==> config.mk <==
export PLATFORM = sky130hd
export DESIGN_NAME = instr_fetch
export DESIGN_NICKNAME = d
export VERILOG_FILES = /design/src/rtl/rv32i_pkg.sv /design/src/rtl/pc_next_gen.sv /design/src/rtl/instr_fetch.sv
export SDC_FILE = /design/constraint.sdc
export NUM_CORES = 1
export LEC_CHECK = 0
export CAP_MARGIN = 5
export CELL_PAD_IN_SITES_DETAIL_PLACEMENT = 1
export CELL_PAD_IN_SITES_GLOBAL_PLACEMENT = 1
export CORE_MARGIN = 2
export CORE_UTILIZATION = 31
export CTS_BUF_LIST = sky130_fd_sc_hd__clkbuf_4 sky130_fd_sc_hd__clkbuf_8
export DETAILED_ROUTE_END_ITERATION = 8
export PLACE_DENSITY_LB_ADDON = 0.1
export RECOVER_POWER = 25
export REMOVE_ABC_BUFFERS = 1
export SLEW_MARGIN = 20
export SYNTH_ARGS = -nofsm -noshare
export SYNTH_HDL_FRONTEND = slang
export SYNTH_SLANG_ARGS = --single-unit
==> constraint.sdc <==
create_clock -name clk -period 5.4 [get_ports clk]
set_clock_uncertainty 0.05 [all_clocks]
set_input_delay 1.62 -clock clk [delete_from_list [all_inputs] [get_ports clk]]
set_output_delay 1.62 -clock clk [all_outputs]
set_load 0.1 [all_outputs]
==> src/rtl/rv32i_pkg.sv <==
// rtl/rv32i_pkg.sv - shared fetch-stage state encoding and constants
package rv32i_pkg;

  // Fetch sequencer states
  typedef enum logic [2:0] {
    FETCH_RESET = 3'd0,
    FETCH_REQ   = 3'd1,
    FETCH_WAIT  = 3'd2,
    FETCH_HOLD  = 3'd3,
    FETCH_TRAP  = 3'd4
  } fetch_state_e;

  localparam logic [31:0] RESET_PC_DEFAULT = 32'h0000_0000;

  // addi x0, x0, 0
  localparam logic [31:0] NOP_INSTR = 32'h0000_0013;

endpackage

==> src/rtl/pc_next_gen.sv <==
// rtl/pc_next_gen.sv - next-PC selection and instruction-address alignment check
module pc_next_gen (
  input  logic [31:0] pc_i,
  input  logic        pc_sel_i,
  input  logic [31:0] alu_result_i,
  output logic [31:0] pc_plus4_o,
  output logic [31:0] next_pc_o,
  output logic        misaligned_o
);

  // Sequential successor wraps naturally at 2^32
  assign pc_plus4_o = pc_i + 32'd4;

  // Jump targets drop bit 0 the way JALR does; bit 1 can still be set
  assign next_pc_o = pc_sel_i ? {alu_result_i[31:1], 1'b0} : pc_plus4_o;

  // Without compressed instructions every fetch address must be word aligned
  assign misaligned_o = next_pc_o[1];

endmodule

==> src/rtl/instr_fetch.sv <==
// rtl/instr_fetch.sv - single-outstanding instruction fetch stage with hold and trap
module instr_fetch
  import rv32i_pkg::*;
#(
  parameter logic [31:0] RESET_PC = RESET_PC_DEFAULT
) (
  input  logic        clk,
  input  logic        rst,
  input  logic        pc_sel,
  input  logic [31:0] alu_result,
  input  logic        advance,
  output logic        imem_req,
  output logic [31:0] imem_addr,
  input  logic        imem_ready,
  input  logic        imem_rvalid,
  input  logic [31:0] imem_rdata,
  output logic [31:0] pc,
  output logic [31:0] pc_plus4,
  output logic [31:0] instr,
  output logic        instr_valid,
  output logic        misaligned
);

  fetch_state_e state_q;
  logic [31:0]  pc_q;
  logic [31:0]  instr_q;
  logic         instr_valid_q;
  logic         misaligned_q;
  logic         imem_req_q;

  logic [31:0]  next_pc_d;
  logic         next_misaligned_d;

  pc_next_gen u_pc_next_gen (
    .pc_i         (pc_q),
    .pc_sel_i     (pc_sel),
    .alu_result_i (alu_result),
    .pc_plus4_o   (pc_plus4),
    .next_pc_o    (next_pc_d),
    .misaligned_o (next_misaligned_d)
  );

  // Fetch sequencer: state, PC, held instruction and registered handshake outputs
  always_ff @(posedge clk) begin
    if (rst) begin
      state_q       <= FETCH_RESET;
      pc_q          <= RESET_PC;
      instr_q       <= NOP_INSTR;
      instr_valid_q <= 1'b0;
      misaligned_q  <= 1'b0;
      imem_req_q    <= 1'b0;
    end else begin
      unique case (state_q)
        FETCH_RESET: begin
          // Any response still in flight from before reset is dropped here
          state_q    <= FETCH_REQ;
          imem_req_q <= 1'b1;
        end
        FETCH_REQ: begin
          if (imem_ready) begin
            imem_req_q <= 1'b0;
            if (imem_rvalid) begin
              state_q <= FETCH_HOLD;
              instr_q <= imem_rdata;
            end else begin
              state_q <= FETCH_WAIT;
            end
          end
        end
        FETCH_WAIT: begin
          if (imem_rvalid) begin
            state_q <= FETCH_HOLD;
            instr_q <= imem_rdata;
          end
        end
        FETCH_HOLD: begin
          if (advance) begin
            instr_valid_q <= 1'b0;
            if (next_misaligned_d) begin
              misaligned_q <= 1'b1;
              state_q      <= FETCH_TRAP;
            end else begin
              pc_q       <= next_pc_d;
              state_q    <= FETCH_REQ;
              imem_req_q <= 1'b1;
            end
          end else begin
            // Valid is published one cycle after the capture edge
            instr_valid_q <= 1'b1;
          end
        end
        FETCH_TRAP: begin
          imem_req_q    <= 1'b0;
          instr_valid_q <= 1'b0;
          misaligned_q  <= 1'b1;
        end
        default: begin
          state_q    <= FETCH_RESET;
          imem_req_q <= 1'b0;
        end
      endcase
    end
  end

  assign imem_req    = imem_req_q;
  assign imem_addr   = pc_q;
  assign pc          = pc_q;
  assign instr       = instr_q;
  assign instr_valid = instr_valid_q;
  assign misaligned  = misaligned_q;

endmodule
==> flow_summary_export.csv, run 1 <==
group,metric,value,unit
status,outcome,"finished with violations",
status,violations,"capacitance limit, slew limit",
routing,vias,4117,
clock_tree,holdBufCountCts,0,
sta,totalNegativeSetupSlack,0,ns
synth,ys_types,64,
flow_run,max_cap_violations,1,
grt,grt_start_max_net_pins,63,
synth,seq_area_frac_synth,34.44,%
sta,period_share,86.59,%
finish,drive_above_1_share,8.796,%
sta,slew_violations,56,
placed_design,gp_congestion,0.7663,
routing,drc,0,
sta,relSlewSlack,-72.64,%
routing,routed_via_density,5.021,
finish,stdcell_area,5838,µm²
worst_setup_path,cp_max_fo,55,
sta,setup_violations,0,
sta,max_freq,0.2139,GHz
synth,synthArstFlopShare,0,%
finish,seqCellArea,1361,µm²
routing,ant_nets,0,
clock_tree,htreeDepth,3,
floorplan,row_count,41,
clock_tree,cts.path.max_buffers,2,
clock_tree,postCtsSetupBuffers,0,
worst_setup_path,crit_path_start_kind,"input port",
floorplan,start_util,31.58,%
clock_tree,cts_buffers,9,
worst_setup_path,r2r_cells,6,
synth,ys.flop_type,"dfxtp_1",
synth,yosys_register_bits,68,
placed_design,place_area,5622,µm²
clock_tree,cts.clk_slew.worst_paths,0.08,ns
worst_setup_path,arrival,4.88,ns
sta,finalHoldViolations,0,
worst_setup_path,end_kind,"register",
power,worst_ir_drop_vdd,118.3,µV
sta,min_period,4.676,ns
floorplan,dieArea,13670,µm²
finish,area_growth,47.70,%
sta,rsz0062_at_grt,"no",
finish,final_common_cell,"clkdlybuf4s50_1",
clock_tree,worstSkewPairLatency,0.36,ns
grt,antenna_found_initial,0,
finish,final_cells,820,
clock_tree,cts_sinks,68,
routing,wl,13280,µm
sta,worst_pin_slew,2.590,ns
finish,num_antenna_cells,0,
floorplan,die_x,116.9,µm
routing,firstDrtPassIters,4,
placed_design,dpl.hpwl,9454,µm
placed_design,place_ws,1.150,ns
grt,grt_overflow,0,
clock_tree,root_buffer,"clkbuf_8",
clock_tree,cts_tree,"yes",
synth,synth-warning-count,0,
finish,layout_common_cells,"clkdlybuf4s50_1 (161), nand2_1 (99), dfxtp_1 (68), a21oi_1 (49), nor2_1 (30)",
sta,layout_setup_ws,0.7241,ns
worst_setup_path,worstSetupPathType,"input port to register",
power,p_total,1.349,mW
routing,routedWlPerCell,16.20,µm
placed_design,io_buffer_count,193,
worst_setup_path,crit_required,5.60,ns
floorplan,io_pins,201,
power,leakagePower,2.198,nW
floorplan,core_area,12520,µm²
grt,grt_pass1_wl,20560,µm
placed_design,dp.cells,804,
synth,synth_edf_count,0,
worst_setup_path,reg2reg_slack,2.72,ns
routing,drtIter0Drc,256,
clock_tree,cts.repair.resized,0,
finish,nets,714,
synth,synthCells,500,
synth,synth_area,3953,µm²
finish,fillers,1538,
sta,holdWs,0.4000,ns
floorplan,die_h,116.9,µm
min_path,min_path_cells,2,
finish,multi_input_area,2132,µm²
grt,grt_pass1_vias,4040,
grt,grt_usage,19.20,%
min_path,worstHoldPathType,"register to register",
synth,syn_avg_cell_area,7.905,µm²
finish,post-route-util,46.64,%
power,p_per_area,231.1,nW/µm²
[registers in the layout, summed over array words and instances, names as in the netlist]
signal / count
instr: 32
imem_addr: 30
state_q: 3
imem_req: 1
instr_valid: 1
misaligned: 1
[path summary, 6_finish.rpt]
kind                   endpoint          from
setup / recovery  imem_addr[19]           rst
setup reg to reg  imem_addr[24]  imem_addr[2]
hold reg to reg      misaligned    misaligned
hold / removal       misaligned    misaligned
[final cells by class]
type	instances	area share, %
Clock buffer	12	2.615
Inverter	4	0.2572
Tap cell	172	3.686
Multi-Input combinational cell	363	36.52
Sequential cell	68	23.32
Timing Repair Buffer	197	32.36
Clock inverter	4	1.243
[per-layer routing]
metal | routed length, µm | global-route usage [%] | part of all wire [%] | up-vias
met1 | 5945 | 24.57 | 45 | 1982
met4 | 219 | 7.216 | 1.6 | 0
met2 | 6399 | 31.95 | 48 | 112
met3 | 718 | 3.913 | 5.4 | 14
li1 | - | - | - | 2009
met5 | 0 | 0 | 0 | -
[synthesized netlist by cell type (all sizes together), types with 3 or more instances]
master	n	share of area, %
dfxtp	68	34
o21ai	21	2.7
a21oi	49	6.2
a22oi	4	0.76
o31ai	7	1.3
nand2b	4	0.63
xnor2	12	2.7
and3	13	2.1
mux2i	3	0.76
o41ai	3	0.66
nand3	16	2.3
inv	3	0.28
or3	3	0.47
nand4	8	2.0
clkbuf	25	3.4
nor3	6	0.89
and4	4	0.89
nor4	3	0.85
nor2	32	3.5
nand2	100	9.6
a211oi	4	0.89
a32o	9	2.3
a31oi	3	0.47
a22o	8	1.8
xor2	16	3.5
buf	45	8.5
[report_power, final]
group	switching, mW	leakage [nW]	internal, mW
sequential	0.0143	0.551	0.518
combinational	0.231	1.53	0.0964
clock	0.208	0.113	0.282
[worst max-delay path, cell delays in order]
cell and delay (ns):
clkbuf_1 0.15, clkbuf_1 1.86, nor2_1 0.76, a32o_1 0.45
[cell families (layout without fill, tap and decap cells)]
group	count (synthesis)	in the layout	synth area share [%]
compound gates	127	127	21.08
xor+xnor	28	28	6.204
fa+ha+maj	1	1	0.3165
buf+inv	74	217	12.22
flops	68	68	34.44
mux	3	3	0.7598
other cells	1	6	0.09488
simple gates	198	198	24.88
Note: power is estimated with default switching activity, not from simulation.
==> run 2, diff against run 1 <==
Settings changed: CAP_MARGIN 5 to 25, GPL_TIMING_DRIVEN from default to 0.
==> run 2 against run 1 <==
Effect of this change:
- the run now ends clean
- utilization rose by 0.45 points
- sequential cell count did not move
- combinational power barely moved
- clock-buffer cell count did not move
- wire length rose by 2.1%
- critical endpoint is now pc_plus4[28]
- power rose by 0.13%
- critical path depth rose by 2
- final area rose by 0.96%
- sequential power barely moved
- die area did not move
- largest cell class unchanged
- highest routed layer unchanged
==> flow_summary_export.csv, run 2 (same netlist as run 1, synthesis figures left out) <==
group,metric,value,unit
sta,rsz0062_at_grt,"no",
clock_tree,holdBufCountCts,0,
power,p_per_area,229.2,nW/µm²
floorplan,start_util,31.58,%
finish,drive_above_1_share,5.093,%
grt,grt_usage,19.61,%
floorplan,core_area,12520,µm²
clock_tree,cts_tree,"yes",
min_path,worstHoldPathType,"register to register",
finish,num_antenna_cells,0,
power,leakagePower,2.174,nW
flow_run,max_cap_violations,0,
placed_design,io_buffer_count,193,
worst_setup_path,arrival,3.56,ns
routing,firstDrtPassIters,4,
floorplan,io_pins,201,
power,worst_ir_drop_vdd,144.8,µV
finish,area_growth,49.13,%
worst_setup_path,worst-path-buf-inv,1,
routing,wl,13560,µm
clock_tree,cts.clk_slew.worst_paths,0.08,ns
floorplan,die_x,116.9,µm
clock_tree,cts_sinks,68,
worst_setup_path,end_kind,"primary output",
worst_setup_path,cp_max_fo,7,
grt,grt_start_max_net_pins,74,
sta,period_share,96.85,%
finish,post-route-util,47.09,%
routing,routedWlPerCell,16.54,µm
finish,nets,714,
status,outcome,"completed",
worst_setup_path,r2r_cells,5,
worst_setup_path,slowest_delay,0.87,ns
clock_tree,postCtsSetupBuffers,0,
sta,relSlewSlack,7.575,%
routing,ant_nets,0,
routing,routed_via_density,5.002,
clock_tree,htreeDepth,3,
floorplan,row_count,41,
finish,largest_reg_flops,32,
sta,max_freq,0.1912,GHz
worst_setup_path,reg2reg_slack,2.28,ns
placed_design,dpl.hpwl,9755,µm
placed_design,dp.cells,804,
worst_setup_path,worstPathCellList,"ha_1 > nand4_1 > nor3_1 > and3_2 > xor2_1 > dlygate4sd2_1",
power,p_total,1.351,mW
finish,final_common_cell,"clkdlybuf4s50_1",
clock_tree,worstSkewPairLatency,0.36,ns
worst_setup_path,crit_required,3.73,ns
finish,final_cells,820,
placed_design,gp_congestion,0.7825,
sta,slew_violations,0,
sta,setup_violations,0,
floorplan,die_h,116.9,µm
sta,worst_pin_slew,1.378,ns
clock_tree,cts_buffers,9,
worst_setup_path,slowest_stage,"dlygate4sd2_1",
finish,layout_common_cells,"clkdlybuf4s50_1 (183), nand2_1 (99), dfxtp_1 (68), a21oi_1 (49), nor2_1 (29)",
routing,drc,0,
min_path,min_path_cells,2,
clock_tree,cts.path.max_buffers,2,
grt,grt_pass1_wl,20850,µm
worst_setup_path,crit_family,"simple AND/OR/NAND/NOR gates",
sta,finalHoldViolations,0,
worst_setup_path,cp.depth,6,
grt,grt_pass1_vias,4126,
worst_setup_path,worstSetupPathType,"register to primary output",
routing,vias,4102,
worst_setup_path,crit_path_start_kind,"register",
sta,min_period,5.230,ns
floorplan,dieArea,13670,µm²
routing,drtIter0Drc,226,
clock_tree,root_buffer,"clkbuf_8",
grt,antenna_found_initial,0,
grt,grt_overflow,0,
-- run 2: changes by cell type in the layout (fill, tap and decap cells not counted), moves of 4 or more --
cell             delta
clkdlybuf4s50_1    +22
buf_4              -25
dlygate4sd3_1       -5
dlygate4sd2_1       +4
-- run 2: power breakdown --
group | switching [mW] | internal [mW]
Clock | 0.207 | 0.282
Combinational | 0.231 | 0.0981
Sequential | 0.0143 | 0.517
-- run 2: metrics by stage --
stage / area, µm² / setup slack, ns / hold WS (ns) / TNS (ns)
global placement: 5650 / -1.284 / 0.3856 / -28.68
global route: 5894 / 0.003977 / 0.4273 / 0
floorplan: 3503 / -0.9141 / 0.4539 / -14.54
CTS: 5928 / 0.1469 / 0.4095 / 0
finish: 5894 / 0.1703 / 0.4080 / 0
detailed placement: 5709 / 0.2794 / 0.3981 / 0
-- run 2: final cells by class --
cell class	count	area, µm²
clock buffer	12	152.6
multi-input combinational	363	2117
clock inverter	4	72.57
sequential	68	1361
tap	172	215.2
inverter	4	15.01
fill	1523	6623
timing repair buffer	197	1961
-- run 2: layer usage --
metal	share of wire (%)	wire length [µm]	vias up	track usage (%)
met4	1.1	148	0	6.353
met1	43	5797	1966	23.14
li1	-	-	2008	-
met5	0	0	-	0
met2	50	6761	115	34.34
met3	6.3	854	13	5.613
-- run 2: worst reg2reg max path, stage by stage, from the launching register on --
cell and delay [ns]:
dfxtp_1 0.48, nand3_1 0.20, a211oi_1 1.14, clkbuf_1 0.64, o21ai_0 0.21, a32o_1 0.30
-- run 2: timing repair --
action / in CTS / in global routing
gates resized for setup: 5 / 2
cloned: 0 / 0
endpoints found under the setup margin: 5 / 2
-- run 2: path summary, 6_finish.rpt --
kind	start	to
setup / recovery	imem_addr[2]	pc_plus4[28]
hold / removal	instr[20]	instr[20]
setup reg to reg	state_q[1]	imem_addr[16]
hold reg to reg	instr[20]	instr[20]
==> run 3, diff against run 2 <==
Settings changed: SKIP_CTS_REPAIR_TIMING from default to 1.
==> run 3 against run 2 <==
Effect of this change:
- sequential share of layout area decreased by 0.068 points
- largest power group unchanged
- clock-buffer cell count unchanged
- highest routed layer unchanged
- largest cell class unchanged
- power about the same
- critical endpoint is now pc_plus4[19]
==> flow_summary_export.csv, run 3 (same netlist as run 1, synthesis figures left out) <==
group,metric,value,unit
status,outcome,"completed",
grt,grt_pass1_vias,4126,
worst_setup_path,cp_max_fo,12,
worst_setup_path,r2r_cells,5,
worst_setup_path,crit_end,"pc_plus4[19]",
clock_tree,cts.path.max_buffers,2,
floorplan,dieArea,13670,µm²
placed_design,io_buffer_count,193,
clock_tree,worstSkewPairLatency,0.36,ns
finish,drive_above_1_share,5.093,%
sta,setup_violations,0,
worst_setup_path,end_kind,"primary output",
worst_setup_path,worst-path-buf-inv,1,
finish,area_growth,49.57,%
worst_setup_path,timing.rr.end,"imem_addr[16]",
placed_design,dpl.hpwl,9755,µm
clock_tree,cts.clk_slew.worst_paths,0.08,ns
clock_tree,htreeDepth,3,
worst_setup_path,worstPathCellList,"nand3_2 > or4_1 > nor2_4 > xor2_1 > clkdlybuf4s50_1",
worst_setup_path,crit_path_start_kind,"register",
finish,nets,714,
worst_setup_path,crit_required,3.73,ns
sta,min_period,5.178,ns
sta,layout_setup_ws,0.2218,ns
finish,final_common_cell,"clkdlybuf4s50_1",
routing,routed_via_density,5.015,
worst_setup_path,cp.depth,5,
worst_setup_path,reg2reg_slack,2.27,ns
worst_setup_path,slowest_stage,"clkdlybuf4s50_1",
finish,num_antenna_cells,0,
finish,largest_reg_flops,32,
clock_tree,root_buffer,"clkbuf_8",
sta,worst_pin_slew,1.377,ns
worst_setup_path,arrival,3.51,ns
worst_setup_path,crit_family,"simple AND/OR/NAND/NOR gates",
power,leakagePower,2.247,nW
clock_tree,cts_tree,"yes",
routing,drtIter0Drc,222,
floorplan,row_count,41,
worst_setup_path,worstSetupPathType,"register to primary output",
placed_design,gp_congestion,0.7825,
flow_run,max_cap_violations,0,
worst_setup_path,slowest_delay,1.16,ns
sta,rsz0062_at_grt,"no",
sta,finalHoldViolations,0,
floorplan,io_pins,201,
sta,period_share,95.89,%
routing,firstDrtPassIters,4,
placed_design,place_ws,0.2794,ns
grt,grt_start_max_net_pins,74,
worst_setup_path,cp-startpoint,"imem_addr[4]",
min_path,worstHoldPathType,"register to register",
sta,slew_violations,0,
sta,relSlewSlack,7.651,%
power,worst_ir_drop_vdd,144.9,µV
grt,grt_usage,19.61,%
finish,layout_common_cells,"clkdlybuf4s50_1 (183), nand2_1 (99), dfxtp_1 (68), a21oi_1 (49), nor2_1 (29)",
finish,post-route-util,47.23,%
routing,wl,13580,µm
power,p_per_area,228.5,nW/µm²
sta,max_freq,0.1931,GHz
floorplan,die_h,116.9,µm
clock_tree,cts_sinks,68,
clock_tree,cts_buffers,9,
worst_setup_path,r2r_start,"state_q[1]",
grt,grt_pass1_wl,20850,µm
floorplan,die_x,116.9,µm
routing,drc,0,
grt,grt_overflow,0,
grt,antenna_found_initial,0,
floorplan,core_area,12520,µm²
sta,holdWs,0.4080,ns
routing,vias,4112,
floorplan,start_util,31.58,%
routing,routedWlPerCell,16.56,µm
routing,ant_nets,0,
[run 3: worst min-delay path, cell delays in order, from the launching register on]
cell and delay [ns]:
dfxtp_1 0.31, nand2_1 0.05, a21oi_1 0.05
[run 3: final cells by class]
class	instances	area, µm²
sequential	68	1361
clock inverter	4	72.57
fill	1518	6605
clock buffer	12	152.6
multi-input combinational	363	2117
timing repair buffer	197	1978
inverter	4	15.01
tap	172	215.2
[run 3: layer usage]
metal	GRT usage (%)	share of wire [%]
met2	34.34	50
met3	5.613	6.3
met1	23.14	43
met5	0	0
met4	6.353	1.1
[run 3: how the worst min path moves through the flow]
stage	startpoint	cells past startpoint	slack, ns	to
after global routing	instr[20]	2	0.43	instr[20]
after CTS	instr[20]	2	0.41	instr[20]
final	instr[20]	2	0.41	instr[20]
after global placement	misaligned	2	0.39	misaligned
after detailed placement	instr[20]	2	0.40	instr[20]
after floorplan	state_q[0]	1	0.45	state_q[0]
[run 3: metrics by stage]
stage | setup TNS (ns) | cells | power, mW | instance area, µm²
after floorplan | -14.54 | 435 | 0.7504 | 3503
after global placement | -28.68 | 800 | 0.8698 | 5650
after detailed placement | 0 | 804 | 0.8763 | 5709
after CTS | -0.4302 | 820 | 1.370 | 5934
after global routing | 0 | 820 | 1.404 | 5912
final | 0 | 820 | 1.351 | 5912
[run 3: where the power goes]
part	switching (mW)	leakage, nW	internal, mW
clock network	0.207	0.113	0.282
logic	0.231	1.58	0.0984
registers	0.0144	0.551	0.517
==> variant 1: new RTL, settings of run 2 <==
The 5 states of `fetch_state_e` get a one-hot encoding in 5 bits.
--- a/src/rtl/rv32i_pkg.sv
+++ b/src/rtl/rv32i_pkg.sv
@@ -4,8 +4,8 @@
   // Fetch sequencer states
-  typedef enum logic [2:0] {
-    FETCH_RESET = 3'd0,
-    FETCH_REQ   = 3'd1,
-    FETCH_WAIT  = 3'd2,
-    FETCH_HOLD  = 3'd3,
-    FETCH_TRAP  = 3'd4
+  typedef enum logic [4:0] {
+    FETCH_RESET = 5'b00001,
+    FETCH_REQ   = 5'b00010,
+    FETCH_WAIT  = 5'b00100,
+    FETCH_HOLD  = 5'b01000,
+    FETCH_TRAP  = 5'b10000
   } fetch_state_e;
Behaviour: no difference found for any inputs over 4 cycles, from zero or initial values and one cycle with rst high; so few cycles prove little.
==> variant 1 against run 2 <==
Wire length rose by 9.8%; setup slack got worse by 11 ps; register-to-register slack improved by 520 ps; sequential cell count is 2 higher; area after synthesis grew 4.9%; cell area is 3.9% higher; sequential share of layout area decreased by 0.21 points; synthesized cell count up 10%; combinational power decreased by 24%; first-iteration DRC count is 9.3% higher; power decreased by 7.5%; global-route usage up 0.83 points; critical endpoint is now pc_plus4[26].
==> variant 1: results <==
worst_setup_path:
  slowest_stage: "clkdlybuf4s50_1"
  slowest_delay_ps: 1170
  r2r_setup_slack_ps: 2800
  worstPathMaxFanout: 8
  endpoint: "pc_plus4[26]"
  rr_worst_depth: 5
  cp.arrival_ps: 3570
  rr_endpoint: "imem_addr[13]$_SDFFE_PP0P_"
  critPathLaunch: "imem_addr[2]$_SDFFE_PP0P_"
  r2r-start: "state_q[0]$_SDFFE_PP1P_"
drt:
  wirelength_um: 14890
  dr.pass1.iters: 5
  wl_per_cell_um: 17.21
  vias_per_cell: 5.121
  first_iter_violations: 247
cts:
  clkTransAtPathRegs_ps: 80
  cts_buffers: 9
  cts-root-buf: "clkbuf_8"
  htree_levels: 3
  post_cts_buffers: 0
  clk_path_buf_depth: 2
  clk_latency_ps: 350
place:
  dp_hpwl_um: 10900
  io_buffers: 193
  gp_congestion: 0.8204
  place_area_um2: 5914
  dp_cells: 849
  place_ws_ps: 477.4
cells_and_area:
  drive_gt1_share_pct: 4.935
  antenna_cells: 0
  nNetsFinal: 755
outcome:
  status: "finished, final reports clean"
hold_path:
  hold_path_end: "instr[29]$_SDFFE_PP0P_"
  min_from: "instr[29]$_SDFFE_PP0P_"
  holdCritPathClass: "reg -> reg"
  min_delay_path_depth: 2
global_routing:
  grt_pass1_vias: 4442
  grt_max_degree: 63
  track_usage_pct: 20.44
  antenna_found_initial: 0
  grt_pass1_wl_um: 23690
synth:
  postSynth.asyncResetShare_pct: 0
  yosys-top-cells-count: "nand2_1 (110), dfxtp_1 (70), a21oi_1 (47)"
  synth_warnings: 0
  syn_inst: 550
  yosysSeqAreaShare_pct: 33.79
  synthTopCellsByArea: "dfxtp_1 (34%), nand2_1 (10%), buf_4 (6.7%), a21oi_1 (5.7%), xnor2_1 (3.2%)"
  synth.distinct_cells: 60
sta:
  tightest_slew_ps: 1293
  worst_hold_slack_ps: 408.8
  maxSlewViolCount: 0
pwr:
  peakVddDrop_uv: 113.7
  leakage_nw: 2.146
-- variant 1: cell types whose count changed in the layout (fill, tap and decap cells not counted), moves of 5 or more --
cell / delta
nor3_1: +16
a32o_1: -6
inv_1: +7
a22o_1: -7
and3_1: -7
nand4_1: +5
nand3_1: +10
nand2_1: +11
-- variant 1: critical path, delay by kind of cell, from the launching register on --
family | cells | cell delay [ps]
flip-flops | 1 | 500
buffers and inverters | 1 | 1170
XOR/XNOR | 1 | 170
AND/OR/NAND/NOR | 3 | 1030
adder cells (fa/ha/maj) | 1 | 340
-- variant 1: logic make-up (layout without fill, tap and decap cells) --
family / after synthesis / count (layout) / synth area share (%)
xor+xnor: 30 / 30 / 6.335
mux: 3 / 3 / 0.7240
fa+ha+maj: 1 / 1 / 0.3016
flops: 70 / 70 / 33.79
buf+inv: 90 / 224 / 11.95
compound gates: 120 / 120 / 18.49
simple gates: 235 / 235 / 28.33
other cells: 1 / 6 / 0.09041
-- variant 1: what timing repair did --
item	4_1_cts	5_1_grt
resized for setup	0	3
hold endpoints to repair	0	0
hold buffers	0	0
setup endpoints to repair	0	3
-- variant 1: power breakdown --
| part | switching, mW | internal (mW) |
|---|---|---|
| logic | 0.160 | 0.0891 |
| registers | 0.0179 | 0.529 |
| clock network | 0.216 | 0.238 |
-- variant 1: area by class of cell --
cell class | instances | area, µm²
fillers | 1589 | 7013
multi-input cells | 395 | 2271
repair buffers | 196 | 1978
flip-flops and latches | 70 | 1401
well taps | 176 | 220.2
clock buffers | 11 | 151.4
clock inverters | 5 | 57.56
inverters | 12 | 45.04
-- variant 1: layer usage --
metal / track usage [%] / routed length [µm] / vias to the layer above
li1: - / - / 2154
met1: 26.54 / 6666 / 2147
met2: 35.11 / 7466 / 120
met3: 3.707 / 654 / 9
met4: 5.000 / 99 / 0
met5: 0 / 0 / -
==> variant 2: new RTL, config.mk and constraints of run 2 <==
Without the edit above. Make the reset (`rst`) asynchronous in one clocked block.
--- a/src/rtl/instr_fetch.sv
+++ b/src/rtl/instr_fetch.sv
@@ -43,3 +43,3 @@
   // Fetch sequencer: state, PC, held instruction and registered handshake outputs
-  always_ff @(posedge clk) begin
+  always_ff @(posedge clk or posedge rst) begin
     if (rst) begin
Function: differs if rst is asserted again (counterexample within 4 cycles, from zero or initial values and one cycle with rst high); with rst held inactive, the same outputs for 4 cycles.
==> variant 2 against run 2 <==
Sequential share of layout area is 4.1 points higher; largest cell class unchanged; setup slack improved by 43 ps; wire length is 4.8% higher; critical endpoint is now pc_plus4[23]; cell area increased by 6.3%; the flow now finishes with violations (capacitance limit, slew limit); sequential cell count unchanged; non-clock buffer count decreased by 1; final cell count is 5.6% lower; highest routed layer unchanged; critical path depth stayed put; area after synthesis is 8.0% higher.
Power is not compared: it rests on default switching activity, and its combinational part moved more than twofold at a synthesized area within 25%.
==> variant 2: results <==
synth:
  synthAdderAreaFrac_pct: 0.2931
  synth_compound_area_share_pct: 13.63
  synth.distinct_cells: 59
  syn_avg_cell_area_um2: 9.466
  synth_mux_area_share_pct: 10.08
  yosys.area_share.xor_xnor_pct: 5.744
  synthTopCellsByArea: "dfrtp_1 (38%), mux2_2 (8.2%), buf_4 (6.5%), xnor2_1 (4.3%), nand4_1 (2.8%)"
  yosys-top-cells-count: "dfrtp_1 (65), buf_4 (37), mux2_2 (31)"
  postSynth.asyncResetShare_pct: 100.0
  yosysSeqAreaShare_pct: 39.95
global_routing:
  grt_pass1_wl_um: 22140
  track_usage_pct: 19.13
  grt_use_met3_pct: 3.712
  antenna_found_initial: 0
  met1_usage_pct: 25.85
  grt_pass1_vias: 4006
  met2_usage_pct: 31.04
worst_setup_path:
  r2r-start: "state_q[0]$_DFFE_PP0P_"
  worstPathMaxFanout: 11
  slowest_delay_ps: 1150
  slowest_stage: "clkdlybuf4s50_1"
  crit_family: "buffers and inverters"
  cp.arrival_ps: 3520
  critPathLaunch: "imem_addr[4]$_DFFE_PP0P_"
drt:
  first_iter_violations: 174
  dr.pass1.iters: 4
  vias_per_cell: 5.134
  num_vias: 3974
  wl_per_cell_um: 18.36
cts:
  clk_path_buf_depth: 2
  cts-resized-gates: 0
  clk_latency_ps: 350
  htree_levels: 3
job:
  drv_cap: 1
place:
  place_area_um2: 6077
  io_buffers: 193
  place_ws_ps: 489.1
  dp_hpwl_um: 9983
  dp_cells: 758
  gp_congestion: 0.7812
cells_and_area:
  nNetsFinal: 664
  nFillCells: 1531
  drive_gt1_share_pct: 10.87
  largest_reg_flops: 32
outcome:
  violations: "capacitance limit, slew limit"
  status: "finished, violations left"
sta:
  maxSlewViolCount: 39
  tightest_slew_ps: 1820
hold_path:
  min_from: "misaligned$_DFFE_PP0P_"
[variant 2: changes by cell type after synthesis, moves of 8 or more]
cell and delta:
nand2_1 -74, dfxtp_1 -68, dfrtp_1 +65, a21oi_1 -35, mux2_2 +31, nor3_1 +14
nand4_1 +13, inv_1 +12, nor2_1 -12, a32o_1 -9, xnor2_1 +9, xor2_1 -9
buf_2 +8
[variant 2: final cells by class]
class                      count  area [µm²]  share of cell area [%]
inverter                      16       61.31                  0.9786
timing repair buffer         196        1977                   31.56
tap                          176       220.2                   3.515
sequential                    68        1705                   27.22
clock inverter                 4       25.02                  0.3994
clock buffer                  12       158.9                   2.536
multi-input combinational    302        2117                   33.79
[variant 2: cell families after synthesis]
family                     Yosys count
DFF                                 68
xor gates and xnor gates            28
muxes                               39
AOI/OAI and AO/OA                   84
adders and majority gates            1
other                                1
buffers and inverters               86
and+or+nand+nor                    144
[variant 2: report_power, final]
group	switching (mW)	internal, mW	leakage, nW	total, mW
clock network	0.208	0.196	0.0918	0.404
logic	0.0529	0.0477	1.57	0.101
registers	0.000000000104	0.509	0.882	0.509
total	0.261	0.752	2.55	1.01
[variant 2: routing by layer]
metal  routed length, µm  vias to the layer above  part of all wire [%]
li1                    -                     1870                     -
met1                6459                     1962                    45
met2                6811                      133                    48
met3                 846                        9                   6.0
met4                  96                        0                  0.68
met5                   0                        -                     0
[variant 2: final timing paths]
check	end	slack (ps)	cells past startpoint
setup / recovery	pc_plus4[23]	210	6
hold reg to reg	misaligned$_DFFE_PP0P_	420	1
setup reg to reg	imem_addr[26]$_DFFE_PP0P_	2580	4
hold / removal	misaligned$_DFFE_PP0P_	420	1
max in group asynchronous	imem_addr[17]$_DFFE_PP0P_	900	3
min in group asynchronous	instr[5]$_DFFE_PP0P_	2020	2
